[config.mk]
export PLATFORM = sky130hd
export DESIGN_NAME = aes_test_sequencer
export DESIGN_NICKNAME = d
export VERILOG_FILES = /design/src/rtl/aes_vp_pkg.sv /design/src/rtl/vp_timeout_cnt.sv /design/src/rtl/aes_test_sequencer.sv
export SDC_FILE = /design/constraint.sdc
export NUM_CORES = 1
export LEC_CHECK = 0
export CAP_MARGIN = 30
export CORE_AREA = 2 2 304 306
export CTS_CLUSTER_SIZE = 16
export DETAILED_ROUTE_END_ITERATION = 12
export DIE_AREA = 0 0 306 308
export PLACE_DENSITY_LB_ADDON = 0.3
export RECOVER_POWER = 50
export SETUP_SLACK_MARGIN = 0.4
export SYNTH_ARGS = -nofsm -noshare
export SYNTH_HDL_FRONTEND = slang
export SYNTH_SLANG_ARGS = --single-unit
[constraint.sdc]
create_clock -name clk -period 1.61 [get_ports clk]
set_input_delay 0.161 -clock clk [delete_from_list [all_inputs] [get_ports clk]]
set_output_delay 0.161 -clock clk [all_outputs]
set_load 0.01 [all_outputs]
[src/rtl/aes_vp_pkg.sv]
// Shared definitions for the AES-128 verification-platform sequencer.
//   BLK_W       : AES block / key width in bits
//   TIMEOUT_DEF : default number of WAIT cycles before a vector is failed
//   state_t     : sequencer state encoding
package aes_vp_pkg;

    localparam int BLK_W       = 128;
    localparam int TIMEOUT_DEF = 64;

    typedef enum logic [2:0] {
        S_IDLE   = 3'd0,
        S_FETCH  = 3'd1,
        S_LOAD   = 3'd2,
        S_START  = 3'd3,
        S_WAIT   = 3'd4,
        S_REPORT = 3'd5,
        S_FINISH = 3'd6
    } state_t;

endpackage

[src/rtl/vp_timeout_cnt.sv]
// Clearable up-counter with terminal-count flag, used to bound the wait
// for the chip's completion pulse.
//   clk, rst_n : clock, asynchronous active-low reset
//   clr        : synchronous clear to zero (wins over en)
//   en         : count enable
//   cnt        : current count
//   tc         : high while cnt == TC-1
module vp_timeout_cnt #(
    parameter int W  = 7,
    parameter int TC = 64
) (
    input  logic         clk,
    input  logic         rst_n,
    input  logic         clr,
    input  logic         en,
    output logic [W-1:0] cnt,
    output logic         tc
);

    always_ff @(posedge clk or negedge rst_n) begin
        if (!rst_n)
            cnt <= '0;
        else if (clr)
            cnt <= '0;
        else if (en)
            cnt <= cnt + 1'b1;
    end

    assign tc = (cnt == W'(TC - 1));

endmodule

[src/rtl/aes_test_sequencer.sv]
// Walks the AES-128 chip under test through NUM_VEC (key, pt, ct) vectors:
// fetch, load, start, wait (with timeout), compare, report one result pulse.
//   clk, rst_n          : clock, asynchronous active-low reset
//   run, abort          : start a run (IDLE only) / drop back to IDLE
//   vec_addr            : vector memory address (1-cycle read latency)
//   vec_key/pt/ct       : vector memory read data
//   chip_start          : one-cycle start pulse to the chip
//   chip_key, chip_din  : registered key / plaintext to the chip
//   chip_done/dout      : chip completion pulse and ciphertext
//   res_valid/pass/timeout/idx : one result pulse per vector
//   busy, run_done      : activity flag and end-of-run pulse
module aes_test_sequencer
    import aes_vp_pkg::*;
#(
    parameter int NUM_VEC = 16,
    parameter int ADDR_W  = 4,
    parameter int TIMEOUT = TIMEOUT_DEF,
    parameter int TO_W    = 7
) (
    input  logic              clk,
    input  logic              rst_n,
    input  logic              run,
    input  logic              abort,
    output logic [ADDR_W-1:0] vec_addr,
    input  logic [BLK_W-1:0]  vec_key,
    input  logic [BLK_W-1:0]  vec_pt,
    input  logic [BLK_W-1:0]  vec_ct,
    output logic              chip_start,
    output logic [BLK_W-1:0]  chip_key,
    output logic [BLK_W-1:0]  chip_din,
    input  logic              chip_done,
    input  logic [BLK_W-1:0]  chip_dout,
    output logic              res_valid,
    output logic              res_pass,
    output logic              res_timeout,
    output logic [ADDR_W-1:0] res_idx,
    output logic              busy,
    output logic              run_done
);

    state_t             state;
    logic [ADDR_W-1:0]  idx;
    logic [BLK_W-1:0]   exp_ct;
    logic [TO_W-1:0]    to_cnt;
    logic               to_tc;

    // The index register is the memory address during FETCH and the
    // reported index during REPORT; it only changes when leaving REPORT.
    assign vec_addr = idx;
    assign res_idx  = idx;

    vp_timeout_cnt #(
        .W  (TO_W),
        .TC (TIMEOUT)
    ) u_to (
        .clk   (clk),
        .rst_n (rst_n),
        .clr   (state == S_START),
        .en    (state == S_WAIT),
        .cnt   (to_cnt),
        .tc    (to_tc)
    );

    // Pulse outputs are set on the transition into the state that owns
    // them, so they are high exactly for that state's single cycle.
    always_ff @(posedge clk or negedge rst_n) begin
        if (!rst_n) begin
            state       <= S_IDLE;
            idx         <= '0;
            exp_ct      <= '0;
            chip_key    <= '0;
            chip_din    <= '0;
            chip_start  <= 1'b0;
            res_valid   <= 1'b0;
            res_pass    <= 1'b0;
            res_timeout <= 1'b0;
            busy        <= 1'b0;
            run_done    <= 1'b0;
        end else begin
            chip_start  <= 1'b0;
            res_valid   <= 1'b0;
            res_pass    <= 1'b0;
            res_timeout <= 1'b0;
            run_done    <= 1'b0;
            if (abort && state != S_IDLE) begin
                // A REPORT pulse already on the outputs this cycle survives.
                state <= S_IDLE;
                busy  <= 1'b0;
            end else begin
                case (state)
                    S_IDLE: begin
                        if (run) begin
                            state <= S_FETCH;
                            idx   <= '0;
                            busy  <= 1'b1;
                        end
                    end
                    S_FETCH: state <= S_LOAD;
                    S_LOAD: begin
                        chip_key   <= vec_key;
                        chip_din   <= vec_pt;
                        exp_ct     <= vec_ct;
                        chip_start <= 1'b1;
                        state      <= S_START;
                    end
                    S_START: state <= S_WAIT;
                    S_WAIT: begin
                        // done is checked first so a late answer on the
                        // last timeout cycle still gets a real compare
                        if (chip_done) begin
                            res_valid <= 1'b1;
                            res_pass  <= (chip_dout == exp_ct);
                            state     <= S_REPORT;
                        end else if (to_tc) begin
                            res_valid   <= 1'b1;
                            res_timeout <= 1'b1;
                            state       <= S_REPORT;
                        end
                    end
                    S_REPORT: begin
                        if (idx == ADDR_W'(NUM_VEC - 1)) begin
                            run_done <= 1'b1;
                            state    <= S_FINISH;
                        end else begin
                            idx   <= idx + 1'b1;
                            state <= S_FETCH;
                        end
                    end
                    S_FINISH: begin
                        state <= S_IDLE;
                        busy  <= 1'b0;
                    end
                    default: begin
                        state <= S_IDLE;
                        busy  <= 1'b0;
                    end
                endcase
            end
        end
    end

endmodule

-- After elaboration in Yosys (flattened, before gate mapping)
Cells that the tools add are included.
- register bits after elaboration: 404
- input port bits: 517
- add/subtract/negate cells: 2
- equality and inequality tests: 13
- mux-type cells: 29
- bitwise gates (word level): 1
- reductions and logical operators: 10
- operator list (kind ; count):
    == test 128 bit ; 1
    case mux 3 bit (6 select lines) ; 1
    2-to-1 mux 1 bit ; 17
    2-to-1 mux 3 bit ; 5
    2-to-1 mux 7 bit ; 2
    2-to-1 mux 4 bit ; 2
    case mux 4 bit (2 select lines) ; 1
    adder 7 x 1 -> 7 bit, second input constant ; 1
    == test 7 x 6 -> 1 bit, second input constant ; 1
    == test 3 x 2 -> 1 bit, second input constant ; 2
    == test 3 bit, second input constant ; 2
    AND reduction 2 bit ; 3
    OR reduction 5 bit ; 1
    adder 4 x 1 -> 4 bit, second input constant ; 1
    == test 4 bit, second input constant ; 1
    inequality test 2 bit, second input constant ; 2
    inequality test 4 bit, second input constant ; 1
    AND reduction 4 bit ; 1
    nonzero test 2 bit ; 2
    == test 3 x 1 -> 1 bit, second input constant ; 1
    zero test 3 bit ; 1
    inequality test 3 bit, second input constant ; 1
    nonzero test 3 bit ; 1
    inequality test 2 x 1 -> 1 bit, second input constant ; 1
    other kinds (3) ; 3

-- Depth between registers and ports, before layout
- depth in word-level cells: 5
- depth in mapped cells: 7

-- Modules after synthesis
A second synthesis with hierarchy kept.
- cells, all modules: 1175
- area, all modules: 16844.9 µm²
- by module, submodules not included (module ; instances ; cells an instance ; area an instance (µm²) ; sequential area each (µm²)):
    aes_test_sequencer ; 1 ; 1145 ; 16520.8 ; 9934.5
    vp_timeout_cnt ; 1 ; 30 ; 324.1 ; 175.2

-- Least setup slack after synthesis
OpenSTA, ideal clock, no wires.
- path type: register to register
- start: register idx[0], in the netlist res_idx[0]
- end: register idx[2], in the netlist res_idx[2]
- library setup time: 0.066 ns
- arrival time: 1.687 ns
- required time: 1.544 ns
- path slack: -0.142 ns
- stages on the path, launching flop included: 7
- buffers on the path: 0
- period minus slack after synthesis: 1.752 ns
- cell sequence: dfrtp_1 -> ha_1 -> and3_1 -> nor3_2 -> nor2_1 -> or4b_1 -> nand2_1
- longest elaborated chain between the ends: 3
- elaborated cells between the ends (all ways): 6
- classes of those cells: add/sub: 1; eq/ne: 2; mux: 2; reduce/logical: 1
- ends and longest elaborated chain (element ; line ; text):
    from (decl) ; aes_test_sequencer.sv:42 ; logic [ADDR_W-1:0] idx;
    from (signal assigned) ; aes_test_sequencer.sv:125 ; idx <= idx + 1'b1;
    adder 4 x 1 -> 4 bit or == test 4 bit (tied branches) ; aes_test_sequencer.sv:125, aes_test_sequencer.sv:121 ;
    2-to-1 mux 4 bit or inequality test 2 bit (tied branches) ; - ;
    case mux 4 bit (2 select lines) or AND reduction 4 bit (tied branches) ; - ;
Parallel ways exist; a longest one is shown, timed or not. The select of a mux whose other input is x is not followed.
A chain may end at the register's enable or synchronous reset.

-- Worst setup path in the final report
- start: register state[2]
- end: register chip_din[14]
- longest elaborated chain between the ends: 4
- elaborated cells between the ends (all ways): 5
- classes of those cells: eq/ne: 1; bitwise: 1; reduce/logical: 3
- ends and longest elaborated chain (element ; line ; text):
    from (decl) ; aes_test_sequencer.sv:41 ; state_t state;
    from (signal assigned) ; aes_test_sequencer.sv:68 ; state <= S_IDLE;
    from (signal assigned) ; aes_test_sequencer.sv:87 ; state <= S_IDLE;
    from (signal assigned) ; aes_test_sequencer.sv:93 ; state <= S_FETCH;
    nonzero test 3 bit ; aes_test_sequencer.sv:85 ; if (abort && state != S_IDLE) begin
    logical AND 1 bit ; aes_test_sequencer.sv:85 ;
    inverter 1 bit (no line) ; - ;
    AND reduction 2 bit (no line) (*) ; - ;
    to (signal assigned) ; aes_test_sequencer.sv:101 ; chip_din <= vec_pt;
    to (decl) ; aes_test_sequencer.sv:30 ; output logic [BLK_W-1:0] chip_din,
Mark *: on every way between the ends. The rest lies on a longest branch, timed or not.

==> impl_metrics.ini <==
[run_status]
status = complete, but fails checks
violations = negative setup slack

[power_and_ir_drop]
ir_drop_mv = 0.904
total_power_mw = 60.1
power.leakage_nw = 14.9
power_density_mw_per_mm2 = 1800

[setup_path]
critPathKind = reg -> reg
slowest_stage = dfrtp_2
r2r-start = state[2]
cp_max_fo = 8
end_kind = flop
crit_start = state[2]
slowest_delay_ns = 0.45
crit_chain = nor4_4 > buf_6 > buf_12 > buf_16 > buf_12 > buf_16 > mux2_4
cp.arrival_ns = 2.51
crit_path_start_kind = flop
required_ns = 2.09

[clock_network]
root_buffer = clkbuf_16
cts_buffer_depth = 3
cts_sinks = 404
cts_buffers = 50
cts_tree = done
htreeDepth = 2
clk_pin_slew_ns = 0.06
clkLatencyLatePin_ns = 0.61

[timing]
max_clock_freq_ghz = 0.492
worst_slew_pin_slew_ns = 0.859
setup_viol = 389
relSlewSlack_pct = 42.7
worst_slack_ns = -0.421
hold_viol = 0
clock_skew_ns = 0.0220
period_needed_ns = 2.03
period_share_pct = 126
maxSlewViolCount = 0
rsz0062_at_grt = yes

[layout]
final_util_pct = 36.7
finalNonFillerCells = 3600
drive_above_1_share_pct = 49.5
nets = 2887
areaGrowthSynthToFinish_pct = 98.0

[global_route]
overflow = 0
grt_pass1_wl_mm = 108
track_usage_pct = 15.7
grt_start_max_net_pins = 88
antenna_found_initial = 27
grt_pass1_vias = 15500

[synthesis]
ys_warn_count = 0
yosys.area_share.simple_pct = 5.19
yosysUniqueCellTypes = 45
ys_seq_area_share_pct = 60.0
yosysTopAreaCellShare_pct = 60.0
synth_area_leaders = dfrtp_1 60%, mux2_2 24%, xnor2_1 4.2%
yosys.area_share.adder_pct = 0.149
yosysMostFrequentCell = dfrtp_1
ys_ff_latch = 404
synth-xor-area-share_pct = 4.47
synth_common_cells = 404 x dfrtp_1, 362 x mux2_2, 80 x xnor2_1
synth_compound_area_share_pct = 3.05
synth_top_family_by_area = multiplexers
syn_avg_cell_area_sq_um = 14.4
syn_inst = 1171
synthArstFlopShare_pct = 100
synthMuxAreaShare_pct = 24.3
synth_flop_cell = dfrtp_1
synth_edf_count = 0
synth_area_sq_mm = 0.0168
synth_nets = 1690
yosysTopAreaCell = dfrtp_1

[die]
core_region_area_sq_mm = 0.0910
dieArea_sq_mm = 0.0942
start_util_pct = 18.5
die_w_um = 306
io_pins = 787
die_h_um = 308
rows = 111

[drt]
drc_errors = 0
first_pass_iters = 4
wl_per_cell_um = 21.6
viasPerCell = 3.97
num_vias = 14300
routed_wl_mm = 77.9
postRouteAntennaNets = 0
drt_iter0_markers = 523

[placed_design]
dp_hpwl_mm = 56.3
place_inst = 3246
gp_congestion = 0.797
port_buffers = 786
dpl_worst_slack_ns = -0.826

[run]
max_cap_viol_count = 0

[worst_hold_path]
min_path_type = in -> reg
hold_start = vec_ct[119]
-- worst max-delay path, delay by kind of cell, from the launching register on --
| family | cells | cell delay (ns) |
|---|---|---|
| buffers and inverters | 5 | 0.79 |
| DFF | 1 | 0.45 |
| muxes | 1 | 0.31 |
| and+or+nand+nor | 1 | 0.33 |
-- routing by layer --
| layer | global-route usage, % | share of wire, % |
|---|---|---|
| met1 | 17.4 | 38 |
| met2 | 27.7 | 50 |
| met3 | 5.74 | 8.4 |
| met4 | 5.03 | 3.1 |
| met5 | 0 | 0.26 |
-- path summary, 6_finish.rpt --
check                           depth (start not counted)       endpoint  slack, ns
worst min-delay path                                    3    exp_ct[119]       0.12
worst max register to register                          7   chip_din[14]      -0.42
worst min register to register                          1   chip_din[91]       0.51
max in group asynchronous                               4  chip_din[126]       0.06
worst max-delay path                                    7   chip_din[14]      -0.42
min in group asynchronous                               3  chip_key[107]       0.58
-- sequential cells by signal (all words and copies together), names as in the netlist --
name         count
chip_din       128
res_pass         1
run_done         1
exp_ct         128
chip_start       1
state            3
busy             1
res_valid        1
chip_key       128
res_timeout      1
res_idx          4
u_to.cnt         7
-- cell usage in the layout (no fill, tap or decap), drive strengths merged, types with 21 or more instances in the layout --
cell and count:
nand2b 31, inv 33, buf 500, clkbuf 252, nand4 23, clkdlybuf4s50 515, o21ai 29, dfrtp 404
mux2 362, xnor2 80, nand2 32, nor2b 21
-- through the flow --
| stage | cell area (sq um) | TNS [ns] | hold slack [ns] |
|---|---|---|---|
| finish | 33300 | -110.41 | 0.123 |
| detailed placement | 28700 | -169.71 | 0.0717 |
| floorplan | 18600 | -3.48 | -0.135 |
| CTS | 32300 | -130.67 | 0.0556 |
| global placement | 28700 | -170.46 | 0.0703 |
| global route | 33300 | -130.06 | 0.0908 |
-- cells by family after synthesis --
| logic type | Yosys count |
|---|---|
| compound gates | 76 |
| xor+xnor | 86 |
| fa+ha+maj | 2 |
| buf+inv | 83 |
| flops | 404 |
| mux | 363 |
| simple gates | 157 |
-- layout make-up --
| type | count | area (sq um) |
|---|---|---|
| fill | 8762 | 57600 |
| clock inverter | 17 | 278 |
| multi-input combinational | 684 | 7990 |
| sequential | 404 | 10100 |
| inverter | 30 | 113 |
| antenna | 9 | 22.5 |
| timing repair buffer | 1198 | 11900 |
| clock buffer | 72 | 1460 |
| tap | 1186 | 1480 |
-- timing repair --
action	in CTS	in global routing
setup endpoints to repair	671	686
cloned	30	5
gates resized for setup	171	847
setup buffers	53	165
hold endpoints to repair	364	0
pin swaps	7	34
hold buffers	3	0
-- where the power goes --
group	internal (mW)	total [mW]	switching, mW	leakage, nW
Combinational	19.1	29.4	10.3	9.16
Clock	7.24	12.0	4.79	0.842
Sequential	15.2	18.6	3.42	4.88
Power figures use the tool's default switching activity.
